## src/rtl/reg_writeback.sv

```systemverilog
// Register-file writeback queue: buffers integer/FP write requests in a small
// circular FIFO, drains them one per cycle into a registered write port, and
// reports pending-write hazards for two source-register lookups.
module reg_writeback #(
  parameter int DEPTH = 4
) (
  input  logic        clk,
  input  logic        rst_n,
  input  logic        in_valid,
  output logic        in_ready,
  input  logic        in_fp,
  input  logic        in_double,
  input  logic [4:0]  in_reg,
  input  logic [31:0] in_data_1,
  input  logic [31:0] in_data_2,
  input  logic        wb_stall,
  input  logic        flush,
  output logic        RegWrite,
  output logic        Fp,
  output logic        double,
  output logic [4:0]  write_reg,
  output logic [31:0] write_data_1,
  output logic [31:0] write_data_2,
  input  logic [4:0]  chk_reg_1,
  input  logic [4:0]  chk_reg_2,
  input  logic        chk_fp,
  output logic        hazard_1,
  output logic        hazard_2,
  output logic [3:0]  count,
  output logic        empty
);

  localparam int         PW      = (DEPTH > 1) ? $clog2(DEPTH) : 1;
  localparam logic [3:0] DEPTH_C = 4'(DEPTH);

  // Queue storage; every slot is visible to the hazard comparators.
  logic        mem_fp     [DEPTH];
  logic        mem_double [DEPTH];
  logic [4:0]  mem_reg    [DEPTH];
  logic [31:0] mem_data_1 [DEPTH];
  logic [31:0] mem_data_2 [DEPTH];

  logic [PW-1:0] head_reg, tail_reg;
  logic [3:0]    count_reg, count_next;

  // Output (write-port) stage.
  logic        regwrite_reg;
  logic        fp_reg;
  logic        double_reg;
  logic [4:0]  write_reg_reg;
  logic [31:0] write_data_1_reg;
  logic [31:0] write_data_2_reg;

  logic push_acc;
  logic enq;
  logic pop;

  // A request is accepted whenever there is room; integer $0 is accepted
  // but dropped because that register is hard-wired to zero.
  assign in_ready = (count_reg < DEPTH_C) && !flush;
  assign push_acc = in_valid && in_ready;
  assign enq      = push_acc && (in_fp || (in_reg != 5'd0));
  assign pop      = (count_reg != 4'd0) && !wb_stall && !flush;

  assign count = count_reg;
  assign empty = (count_reg == 4'd0);

  assign RegWrite     = regwrite_reg;
  assign Fp           = fp_reg;
  assign double       = double_reg;
  assign write_reg    = write_reg_reg;
  assign write_data_1 = write_data_1_reg;
  assign write_data_2 = write_data_2_reg;

  // Occupancy update: a simultaneous enqueue and pop leaves count unchanged.
  always_comb begin
    count_next = count_reg;
    case ({enq, pop})
      2'b10:   count_next = count_reg + 4'd1;
      2'b01:   count_next = count_reg - 4'd1;
      default: count_next = count_reg;
    endcase
  end

  // Slot writes on enqueue; double is only meaningful for FP requests.
  always_ff @(posedge clk) begin
    if (enq) begin
      mem_fp[tail_reg]     <= in_fp;
      mem_double[tail_reg] <= in_fp && in_double;
      mem_reg[tail_reg]    <= in_reg;
      mem_data_1[tail_reg] <= in_data_1;
      mem_data_2[tail_reg] <= in_data_2;
    end
  end

  // Head/tail pointers and count; flush empties the queue like reset does.
  always_ff @(posedge clk) begin
    if (!rst_n || flush) begin
      head_reg  <= '0;
      tail_reg  <= '0;
      count_reg <= 4'd0;
    end else begin
      if (enq) tail_reg <= tail_reg + PW'(1);
      if (pop) head_reg <= head_reg + PW'(1);
      count_reg <= count_next;
    end
  end

  // Output stage: strobe for exactly one cycle per pop, fields hold otherwise.
  always_ff @(posedge clk) begin
    if (!rst_n) begin
      regwrite_reg     <= 1'b0;
      fp_reg           <= 1'b0;
      double_reg       <= 1'b0;
      write_reg_reg    <= 5'd0;
      write_data_1_reg <= 32'd0;
      write_data_2_reg <= 32'd0;
    end else begin
      regwrite_reg <= pop;
      if (pop) begin
        fp_reg           <= mem_fp[head_reg];
        double_reg       <= mem_double[head_reg];
        write_reg_reg    <= mem_reg[head_reg];
        write_data_1_reg <= mem_data_1[head_reg];
        write_data_2_reg <= mem_data_2[head_reg];
      end
    end
  end

  // True when an entry writes c_reg in the requested file; the second
  // register of a double wraps modulo 32.
  function automatic logic reg_match(input logic       e_fp,
                                     input logic       e_dbl,
                                     input logic [4:0] e_reg,
                                     input logic       c_fp,
                                     input logic [4:0] c_reg);
    logic [4:0] e_reg_hi;
    e_reg_hi = e_reg + 5'd1;
    return (e_fp == c_fp) && ((e_reg == c_reg) || (e_dbl && (e_reg_hi == c_reg)));
  endfunction

  logic [DEPTH-1:0] hit_1, hit_2;

  genvar gi;
  generate
    for (gi = 0; gi < DEPTH; gi++) begin : g_slot
      logic [PW-1:0] offset;
      logic          occupied;
      // A slot is live when its distance from head is below the count.
      assign offset   = PW'(gi) - head_reg;
      assign occupied = (4'(offset) < count_reg);
      assign hit_1[gi] = occupied &&
                         reg_match(mem_fp[gi], mem_double[gi], mem_reg[gi], chk_fp, chk_reg_1);
      assign hit_2[gi] = occupied &&
                         reg_match(mem_fp[gi], mem_double[gi], mem_reg[gi], chk_fp, chk_reg_2);
    end
  endgenerate

  logic out_hit_1, out_hit_2;
  assign out_hit_1 = regwrite_reg &&
                     reg_match(fp_reg, double_reg, write_reg_reg, chk_fp, chk_reg_1);
  assign out_hit_2 = regwrite_reg &&
                     reg_match(fp_reg, double_reg, write_reg_reg, chk_fp, chk_reg_2);

  // Integer $0 never has a pending write, regardless of queue contents.
  assign hazard_1 = !(!chk_fp && (chk_reg_1 == 5'd0)) && ((|hit_1) || out_hit_1);
  assign hazard_2 = !(!chk_fp && (chk_reg_2 == 5'd0)) && ((|hit_2) || out_hit_2);

endmodule

```

## config.mk

```make
export PLATFORM = sky130hd
export DESIGN_NAME = reg_writeback
export DESIGN_NICKNAME = d
export VERILOG_FILES = /design/src/rtl/reg_writeback.sv
export SDC_FILE = /design/constraint.sdc
export NUM_CORES = 1
export LEC_CHECK = 0
export ABC_CLOCK_PERIOD_IN_PS = 3300
export CORE_UTILIZATION = 57
export CTS_BUF_LIST = sky130_fd_sc_hd__clkbuf_16
export CTS_CLUSTER_SIZE = 20
export DETAILED_ROUTE_END_ITERATION = 12
export GPL_TIMING_DRIVEN = 0
export PLACE_DENSITY_LB_ADDON = 0.08
export SLEW_MARGIN = 20
export SYNTH_ARGS = -nofsm -noshare
export SYNTH_HDL_FRONTEND = slang
export SYNTH_SLANG_ARGS = --single-unit
```

## constraint.sdc

```tcl
create_clock -name clk -period 3.3 [get_ports clk]
set_input_delay 0.33 -clock clk [delete_from_list [all_inputs] [get_ports clk]]
set_output_delay 0.33 -clock clk [all_outputs]
set_load 0.005 [all_outputs]
```

# ---- After elaboration in Yosys (flattened, before gate mapping)
# Memories as Yosys holds them, arrays and structs flattened. A register that Yosys moved wholly into a read port is not among the register bits.
# Cells that the tools add are included.
dict set report classes {
  addsub 13
  n_lt_le_gt_ge 5
  eq_ne 27
  n_mux 3
  n_reduce_logical 73
}
# op count
set op_table {}
lappend op_table {{5-bit == test} 20}
lappend op_table {{1-bit logical AND} 40}
lappend op_table {{5-bit by 1-bit adder with 5-bit output, second input constant} 5}
lappend op_table {{2-bit by 4-bit < comparator with 1-bit output} 4}
lappend op_table {{1-bit logical OR} 14}
lappend op_table {{1-bit logical NOT} 11}
lappend op_table {{5-bit logical NOT} 2}
lappend op_table {{4-bit one-hot mux with 2 select lines} 1}
lappend op_table {{4-bit OR reduction} 2}
lappend op_table {{1-bit == test} 5}
lappend op_table {{5-bit nonzero test} 1}
lappend op_table {{2-bit by 1-bit adder with 2-bit output, second input constant} 2}
lappend op_table {{4-bit by 1-bit adder with 4-bit output, second input constant} 1}
lappend op_table {{4-bit logical NOT} 1}
lappend op_table {{4-bit by 3-bit < comparator with 1-bit output, second input constant} 1}
lappend op_table {{4-bit nonzero test} 1}
lappend op_table {{1-bit by 2-bit subtractor with 2-bit output, first input constant} 2}
lappend op_table {{2-bit subtractor, first input constant} 2}
lappend op_table {{4-bit by 1-bit subtractor with 4-bit output, second input constant} 1}
lappend op_table {{2-bit by 1-bit == test with 1-bit output, second input constant} 1}
lappend op_table {{2-bit == test, second input constant} 1}
lappend op_table {{1-bit two-way mux} 2}
lappend op_table {{2-bit nonzero test} 1}
dict set report totals {
  regBits 9
  mem_bits_rw 284
  inputBits 87
  output_inout_bits 80
  elab_cells 130
  memories 5
}
# memory depth width rd rd_ports_with_merged_regs wr line
set mem_list {}
lappend mem_list {mem_data_1 4 32 1 1 1 40} ;# logic [31:0] mem_data_1 [DEPTH];
lappend mem_list {mem_data_2 4 32 1 1 1 41} ;# logic [31:0] mem_data_2 [DEPTH];
lappend mem_list {mem_reg 4 5 5 1 1 39} ;# logic [4:0] mem_reg [DEPTH];
lappend mem_list {mem_double 4 1 5 1 1 38} ;# logic mem_double [DEPTH];
lappend mem_list {mem_fp 4 1 5 1 1 37} ;# logic mem_fp [DEPTH];

# ---- Logic depth before layout (Yosys ltp)
# Gate-level depths: netlist of run 1.
dict set report depth {
  ltp_word 9
  depth_mapped 12
  ltp_nobuf 10
}

# ---- Least setup slack after synthesis of run 1
# No wires, ideal clock.
dict set report synth_path {
  kind {flip-flop to flip-flop}
  start {reg count_reg[3] (netlist: count[3])}
  end {mem mem_data_1[0][0], enable pin}
  setup_ps 437
  t_arrival_ps 2714
  slack_ps 149
  path_stages_with_launch 4
  path_buffers 0
  period_less_slack_ps 3151
  cell_sequence {dfxtp_1 > nor3_1 > o311a_1 > and2_1}
}
dict set report synth_between {
  elab_chain_len 6
}
# item line
set synth_lines {}
lappend synth_lines {{start, declared} 44} ;# logic [3:0] count_reg, count_next;
lappend synth_lines {{start signal, assigned} 105} ;# count_reg <= count_next;
lappend synth_lines {{4-bit by 3-bit < comparator with 1-bit output} 60} ;# assign in_ready = (count_reg < DEPTH_C) && !flush;
lappend synth_lines {{1-bit logical AND} 60}
lappend synth_lines {{via in_ready} 10} ;# output logic in_ready,
lappend synth_lines {{1-bit logical AND} 61} ;# assign push_acc = in_valid && in_ready;
lappend synth_lines {{1-bit logical AND} 62} ;# assign enq = push_acc && (in_fp || (in_reg != 5'd0));
lappend synth_lines {{1-bit two-way mux} 87} ;# if (enq) begin
lappend synth_lines {{1-bit two-way mux (implied by the code)} 91} ;# mem_data_1[tail_reg] <= in_data_1;
lappend synth_lines {{end, declared} 40}
# The timed path passes the listed nets, and every way through them passes these cells.

# ---- Worst setup path in the final report of run 1
dict set report layout_path {
  start {reg head_reg[0]}
  end {out hazard_1}
}
dict set report layout_between {
  elab_chain_len 6
}
# item line
set layout_lines {}
lappend layout_lines {{start, declared} 43} ;# logic [PW-1:0] head_reg, tail_reg;
lappend layout_lines {{start signal, assigned} 104} ;# if (pop) head_reg <= head_reg + PW'(1);
lappend layout_lines {{1-bit by 2-bit subtractor with 2-bit output / 2-bit subtractor (equally long branches)} 150} ;# assign offset = PW'(gi) - head_reg;
lappend layout_lines {{2-bit by 4-bit < comparator with 1-bit output} 151} ;# assign occupied = (4'(offset) < count_reg);
lappend layout_lines {{1-bit logical AND} 152} ;# assign hit_1[gi] = occupied &&
lappend layout_lines {{4-bit OR reduction *} 166} ;# assign hazard_1 = !(!chk_fp && (chk_reg_1 == 5'd0)) && ((|hit_1) || out_hit_1);
lappend layout_lines {{1-bit logical OR *} 166}
lappend layout_lines {{1-bit logical AND *} 166}
lappend layout_lines {{end, declared} 27} ;# output logic hazard_1,
# Every way passes the cells marked *; elsewhere a longest branch is shown, timed or not.

==> results_dict.tcl, run 1 <==
set metrics [dict create \
    hold_ws_ns 0.435 \
    run_status "completed" \
    multi_input_area_um2 5170 \
    dp_slack_ns -0.329 \
    peakVddDrop_uv 461 \
    drc 0 \
    yosysTopAreaCellShare_pct 54.3 \
    timing.final.max_slew_violations 0 \
    overflow 0 \
    die_h_um 168 \
    crit_family "buffers and inverters" \
    seqCellArea_um2 10100 \
    yosys_register_bits 364 \
    grt_usage_pct 24.6 \
    cp_max_fo 10 \
    hold_path.startpoint "in_data_2[10]" \
    clk_path_buf_depth 3 \
    port-buffer-count 158 \
    p_leak_nw 6.15 \
    finalSetupViolations 0 \
    maxCapViolCount 0 \
    hold_path_class "in -> reg" \
    ios 167 \
    avgSynthCellArea_um2 15.8 \
    wl_per_cell_um 21.5 \
    required_ns 2.97 \
    cts_tree "yes" \
    placed_cell_area_um2 17800 \
    power_density_nw_per_um2 501 \
    grt_max_degree 47 \
    synthArstFlopShare_pct 0 \
    synth_edf_count 284 \
    die_area_um2 28200 \
    h-tree-depth 2 \
    worstSetupPathType "reg -> out" \
    cts_buffers 38 \
    cp-end-kind "output port" \
    dieWidth_um 168 \
    synth_ff_type "edfxtp_1" \
    rsz0062_at_grt "true" \
    ys_seq_area_share_pct 64.4 \
    wl_um 33900 \
    hold_violations 0 \
    grt_pass1_vias 9302 \
    critical_path.slowest_cell "o31ai_4" \
    fillers 1820 \
    grt_pass1_wl_um 52100 \
    clk_latency_ns 0.53 \
    path_buf_inv 6 \
    synthDistinctLibCells 55 \
    syn_nets 1097 \
    hold_end "mem_data_2[0][10]" \
    hold_path_depth 1 \
    tightest_slew_ns 0.759 \
    hold_buffers 0 \
    ctsRootBufferMaster "clkbuf_16" \
    final_layout_size_suffix_gt1_share_pct 27.1 \
    reg2regPathDepth 12 \
    r2r_start "count[3]" \
    fin_ws_ns 0.158 \
    fmax_mhz 318 \
    yosys-top-cells-area "edfxtp_1 54%, dfxtp_1 10%, mux4_2 10%" \
    fin_skew_ns 0.0196 \
    cp-start-kind "flop" \
    fin_area_um2 19200 \
    drtAntennaViolNets 0 \
    gp_congestion 0.883 \
    clock_sinks 364 \
    antenna_found_initial 5 \
    top_regs "mem_data_1 (128), mem_data_2 (128)" \
    row_count 60 \
    finish.utilization_pct 70.9 \
    first_pass_iters 5 \
    nets 1305 \
    period_needed_ns 3.14 \
    syn_to_final_growth_pct 22.0 \
    crit_chain "buf_4, buf_12, buf_12, xnor2_4, inv_1, ha_1, a21oi_2, o31ai_4, buf_4, nor4_4, a211oi_1, a21oi_1, buf_2" \
    maxSlewHeadroom_pct 49.4 \
    dp.cells 1496 \
    post-dp-hpwl_um 22000 \
    r2r_slack_ns 0.30 \
    layoutNonFillerInstCount 1575 \
    initial_core_util_pct 58.2 \
    fin_crit_sh_pct 95.2 \
    yosysWarnings 0 \
    syn-cell-area_um2 15700 \
    via_per_inst 5.73 \
    clkTransAtPathRegs_ns 0.06 \
    core_area_um2 27000 \
    vias 9023 \
    cp.arrival_ns 2.81 \
    synth_top_cell_by_area "edfxtp_1" \
    rr_endpoint "count[3]" \
    drt_iter0_markers 622 \
    critPathMaxStageDelay_ns 0.31 \
    synth_cells 993 \
]
worst register-to-register path, cell delays in order (launching register included):
cell and delay, ns:
dfxtp_1 0.42, nor4_4 0.41, or3_4 0.20, buf_8 0.17, clkinv_8 0.15, buf_12 0.19, ha_1 0.22, ha_1 0.28
a21o_1 0.18, a21oi_1 0.17, xnor2_1 0.10, or3_1 0.32, a21oi_1 0.14
stage by stage:
step,setup TNS (ns),power (mW)
3_5_place_dp,-0.743,5.66
2_1_floorplan,0,5.41
3_3_place_gp,-503.85,5.65
4_1_cts,-0.235,9.67
5_1_grt,0,9.88
6_report,0,9.61
timing repair:
action / CTS / global route
buffers inserted: 1 / 6
pin swaps: 4 / 8
gates resized for setup: 16 / 11
setup endpoints to repair: 2 / 2
final cells by class:
class / count / area share (%)
Timing Repair Buffer: 169 / 9.05
Inverter: 11 / 0.281
Tap cell: 341 / 2.23
Sequential cell: 364 / 52.8
Buffer: 62 / 2.42
Antenna cell: 3 / 0.0392
Clock inverter: 31 / 1.08
Multi-Input combinational cell: 555 / 27.0
Clock buffer: 39 / 5.09
layout by cell type, fill, tap and decap left out, types with 14 or more instances in the layout:
cell,instances
edfxtp_1,284
clkdlybuf4s50_1,156
dfxtp_1,80
nand2_1,80
mux4_2,71
nand2_2,69
a21boi_2,69
xnor2_1,44
xor2_1,42
clkbuf_16,39
buf_2,27
inv_1,25
nor2_1,21
clkbuf_1,18
nor3_1,16
ha_1,16
nand3_1,15
nand2b_1,14
metal layers:
| layer | track usage, % | part of all wire, % | vias to the layer above |
|---|---|---|---|
| met2 | 42.7 | 50 | 260 |
| li1 | - | - | 4163 |
| met4 | 8.46 | 2.9 | 4 |
| met1 | 31.4 | 42 | 4525 |
| met3 | 4.30 | 5.3 | 71 |
| met5 | 0 | 0.068 | - |
cell families (layout without fill, tap and decap cells):
| group | count (synthesis) | after routing | synth area share [%] |
|---|---|---|---|
| flops | 364 | 364 | 64.4 |
| simple gates | 256 | 256 | 8.60 |
| compound gates | 123 | 123 | 7.33 |
| xor+xnor | 87 | 87 | 4.85 |
| buf+inv | 74 | 312 | 3.15 |
| mux | 72 | 72 | 10.2 |
| fa+ha+maj | 17 | 17 | 1.40 |
| other cells | 0 | 3 | 0 |
cells in the mapped netlist, types with 7 or more instances:
cell type and number:
inv_1 10, nand4_1 12, nand2_1 80, edfxtp_1 284
nand3_1 15, mux4_2 71, buf_2 28, xnor2_1 45
xor2_1 42, nand2_2 69, o211ai_1 7, ha_1 16
buf_12 7, a21oi_1 10, nor2_1 21, clkbuf_1 19
a21boi_2 69, nand2b_1 14, dfxtp_1 80, nor3_1 17
how the worst max path moves through the flow:
| stage | start | endpoint | slack [ns] | cells past startpoint |
|---|---|---|---|---|
| floorplan | count[3] | mem_data_1[0][0] | 0.15 | 3 |
| global placement | in_reg[3] | mem_data_2[0][20] | -1.81 | 4 |
| detailed placement | head_reg[1] | hazard_2 | -0.33 | 11 |
| CTS | head_reg[1] | hazard_2 | -0.24 | 11 |
| global route | head_reg[1] | hazard_2 | 0.02 | 10 |
| finish | head_reg[0] | hazard_1 | 0.16 | 13 |
report_power, final:
group | leakage (nW) | switching (mW) | internal [mW]
clock | 0.629 | 1.72 | 2.31
sequential | 3.23 | 0.0269 | 5.01
combinational | 2.29 | 0.266 | 0.270
total | 6.15 | 2.02 | 7.59
No activity file was read; power rests on OpenSTA's default activity.
==> run 2, diff against run 1 <==
--- a/config.mk
+++ b/config.mk
@@ -12,6 +12,7 @@
 export DETAILED_ROUTE_END_ITERATION = 12
 export GPL_TIMING_DRIVEN = 0
 export PLACE_DENSITY_LB_ADDON = 0.08
+export SKIP_CTS_REPAIR_TIMING = 1
 export SLEW_MARGIN = 20
 export SYNTH_ARGS = -nofsm -noshare
 export SYNTH_HDL_FRONTEND = slang
==> run 2 against run 1 <==
  * Hold slack hardly changed
  * Sequential share of layout area is 0.076 points lower
  * Wire length hardly changed
  * Critical path depth stayed put
  * Via count is 0.23% lower
  * First-iteration DRC count is 0.96% lower
  * Maximum frequency is 3.0% lower
  * Cell area is 0.14% higher
  * Non-clock buffer count is 1 higher
==> results_dict.tcl, run 2 (synthesis results as in run 1) <==
set metrics [dict create \
    cp-start-kind "flop" \
    cts_tree "yes" \
    timing.final.max_slew_violations 0 \
    grt_pass1_vias 9272 \
    period_needed_ns 3.24 \
    clock_sinks 364 \
    top_regs "mem_data_1 (128), mem_data_2 (128)" \
    via_per_inst 5.71 \
    grt_usage_pct 24.5 \
    fin_area_um2 19200 \
    fin_crit_sh_pct 98.1 \
    vias 9002 \
    overflow 0 \
    clk_latency_ns 0.53 \
    worstSetupPathType "reg -> out" \
    tightest_slew_ns 0.756 \
    dieWidth_um 168 \
    maxSlewHeadroom_pct 49.6 \
    antenna_found_initial 5 \
    ios 167 \
    dp_slack_ns -0.329 \
    core_area_um2 27000 \
    final_cell_mix "284 x edfxtp_1, 156 x clkdlybuf4s50_1, 80 x dfxtp_1, 80 x nand2_1, 71 x mux4_2" \
    totalNegativeSetupSlack_ns 0 \
    cp.arrival_ns 2.91 \
    run_status "completed" \
    required_ns 2.97 \
    power_density_nw_per_um2 500 \
    first_pass_iters 5 \
    cp-end-kind "output port" \
    placed_cell_area_um2 17800 \
    die_area_um2 28200 \
    initial_core_util_pct 58.2 \
    finalSetupViolations 0 \
    peakVddDrop_uv 461 \
    fin_skew_ns 0.0168 \
    post-dp-hpwl_um 22000 \
    layout_commonest_cell "edfxtp_1" \
    wl_per_cell_um 21.5 \
    fillers 1814 \
    port-buffer-count 158 \
    fin_ws_ns 0.0621 \
    cts_buffers 38 \
    final_layout_size_suffix_gt1_share_pct 27.3 \
    gp_congestion 0.883 \
    maxCapViolCount 0 \
    row_count 60 \
    nets 1306 \
    fmax_mhz 309 \
    h-tree-depth 2 \
    clkTransAtPathRegs_ns 0.06 \
    clk_path_buf_depth 3 \
    grt_max_degree 47 \
    p_leak_nw 6.17 \
    ctsRootBufferMaster "clkbuf_16" \
    drtAntennaViolNets 0 \
    cp_max_fo 10 \
    wl_um 33900 \
    drt_iter0_markers 616 \
    grt_pass1_wl_um 52000 \
    drc 0 \
    finish.utilization_pct 71.0 \
    hold_violations 0 \
    die_h_um 168 \
    hold_path_class "in -> reg" \
    syn_to_final_growth_pct 22.1 \
]
-- run 2: cell types whose count changed in the layout (fill, tap and decap cells not counted) --
| cell | delta |
|---|---|
| buf_2 | -1 |
| buf_4 | +1 |
| buf_6 | +1 |
| clkbuf_1 | -1 |
| dlymetal6s2s_1 | +1 |
| nor3_1 | -1 |
| nor3_2 | +1 |
-- run 2: path summary, 6_finish.rpt --
kind | startpoint | to | slack [ns] | cells past startpoint
worst max-delay path | head_reg[0] | hazard_1 | 0.06 | 13
worst min-delay path | rst_n | Fp | 0.44 | 2
worst max register to register | count[3] | count[3] | 0.33 | 12
worst min register to register | write_data_1[13] | write_data_1[13] | 0.46 | 2
-- run 2: worst max-delay path, cell delays in order (launching register included) --
cell and delay (ns):
dfxtp_1 0.30, buf_4 0.16, buf_12 0.14, buf_12 0.15
xnor2_4 0.14, inv_1 0.06, ha_1 0.28, a21oi_2 0.19
o31ai_4 0.11, buf_4 0.17, nor4_4 0.28, a211oi_1 0.07
a21oi_1 0.19, clkbuf_2 0.14
-- run 2: through the flow --
step	power (mW)	std cells	hold WS [ns]
CTS	9.66	1566	0.417
detailed placement	5.66	1496	0.457
finish	9.60	1576	0.435
floorplan	5.41	993	0.409
global route	9.88	1574	0.429
global placement	5.65	1492	0.454
-- run 2: area by class of cell --
cell class              count  area [µm²]  area share [%]
diodes                      3        7.51          0.0391
inverters                  11        53.8           0.280
clock inverters            31         208            1.08
plain buffers              62         472            2.46
well taps                 341         427            2.22
multi-input cells         555        5180            27.0
repair buffers            170        1750            9.11
flip-flops and latches    364       10100            52.8
clock buffers              39         976            5.08
-- run 2: where the power goes --
part | internal, mW | switching, mW
sequential | 5.01 | 0.0269
combinational | 0.270 | 0.266
clock | 2.31 | 1.72
total | 7.59 | 2.01
-- run 2: layer usage --
metal | track usage [%] | part of all wire [%] | vias up
li1 | - | - | 4158
met1 | 31.5 | 42 | 4505
met2 | 42.6 | 50 | 262
met3 | 4.11 | 5.3 | 73
met4 | 8.30 | 2.9 | 4
met5 | 0 | 0.068 | -
==> run 3, diff against run 2 <==
--- a/config.mk
+++ b/config.mk
@@ -8,7 +8,6 @@
 export ABC_CLOCK_PERIOD_IN_PS = 3300
 export CORE_UTILIZATION = 57
 export CTS_BUF_LIST = sky130_fd_sc_hd__clkbuf_16
-export CTS_CLUSTER_SIZE = 20
 export DETAILED_ROUTE_END_ITERATION = 12
 export GPL_TIMING_DRIVEN = 0
 export PLACE_DENSITY_LB_ADDON = 0.08
==> results of run 3 <==
The final DEF is identical to that of run 2; final timing and power are the same.
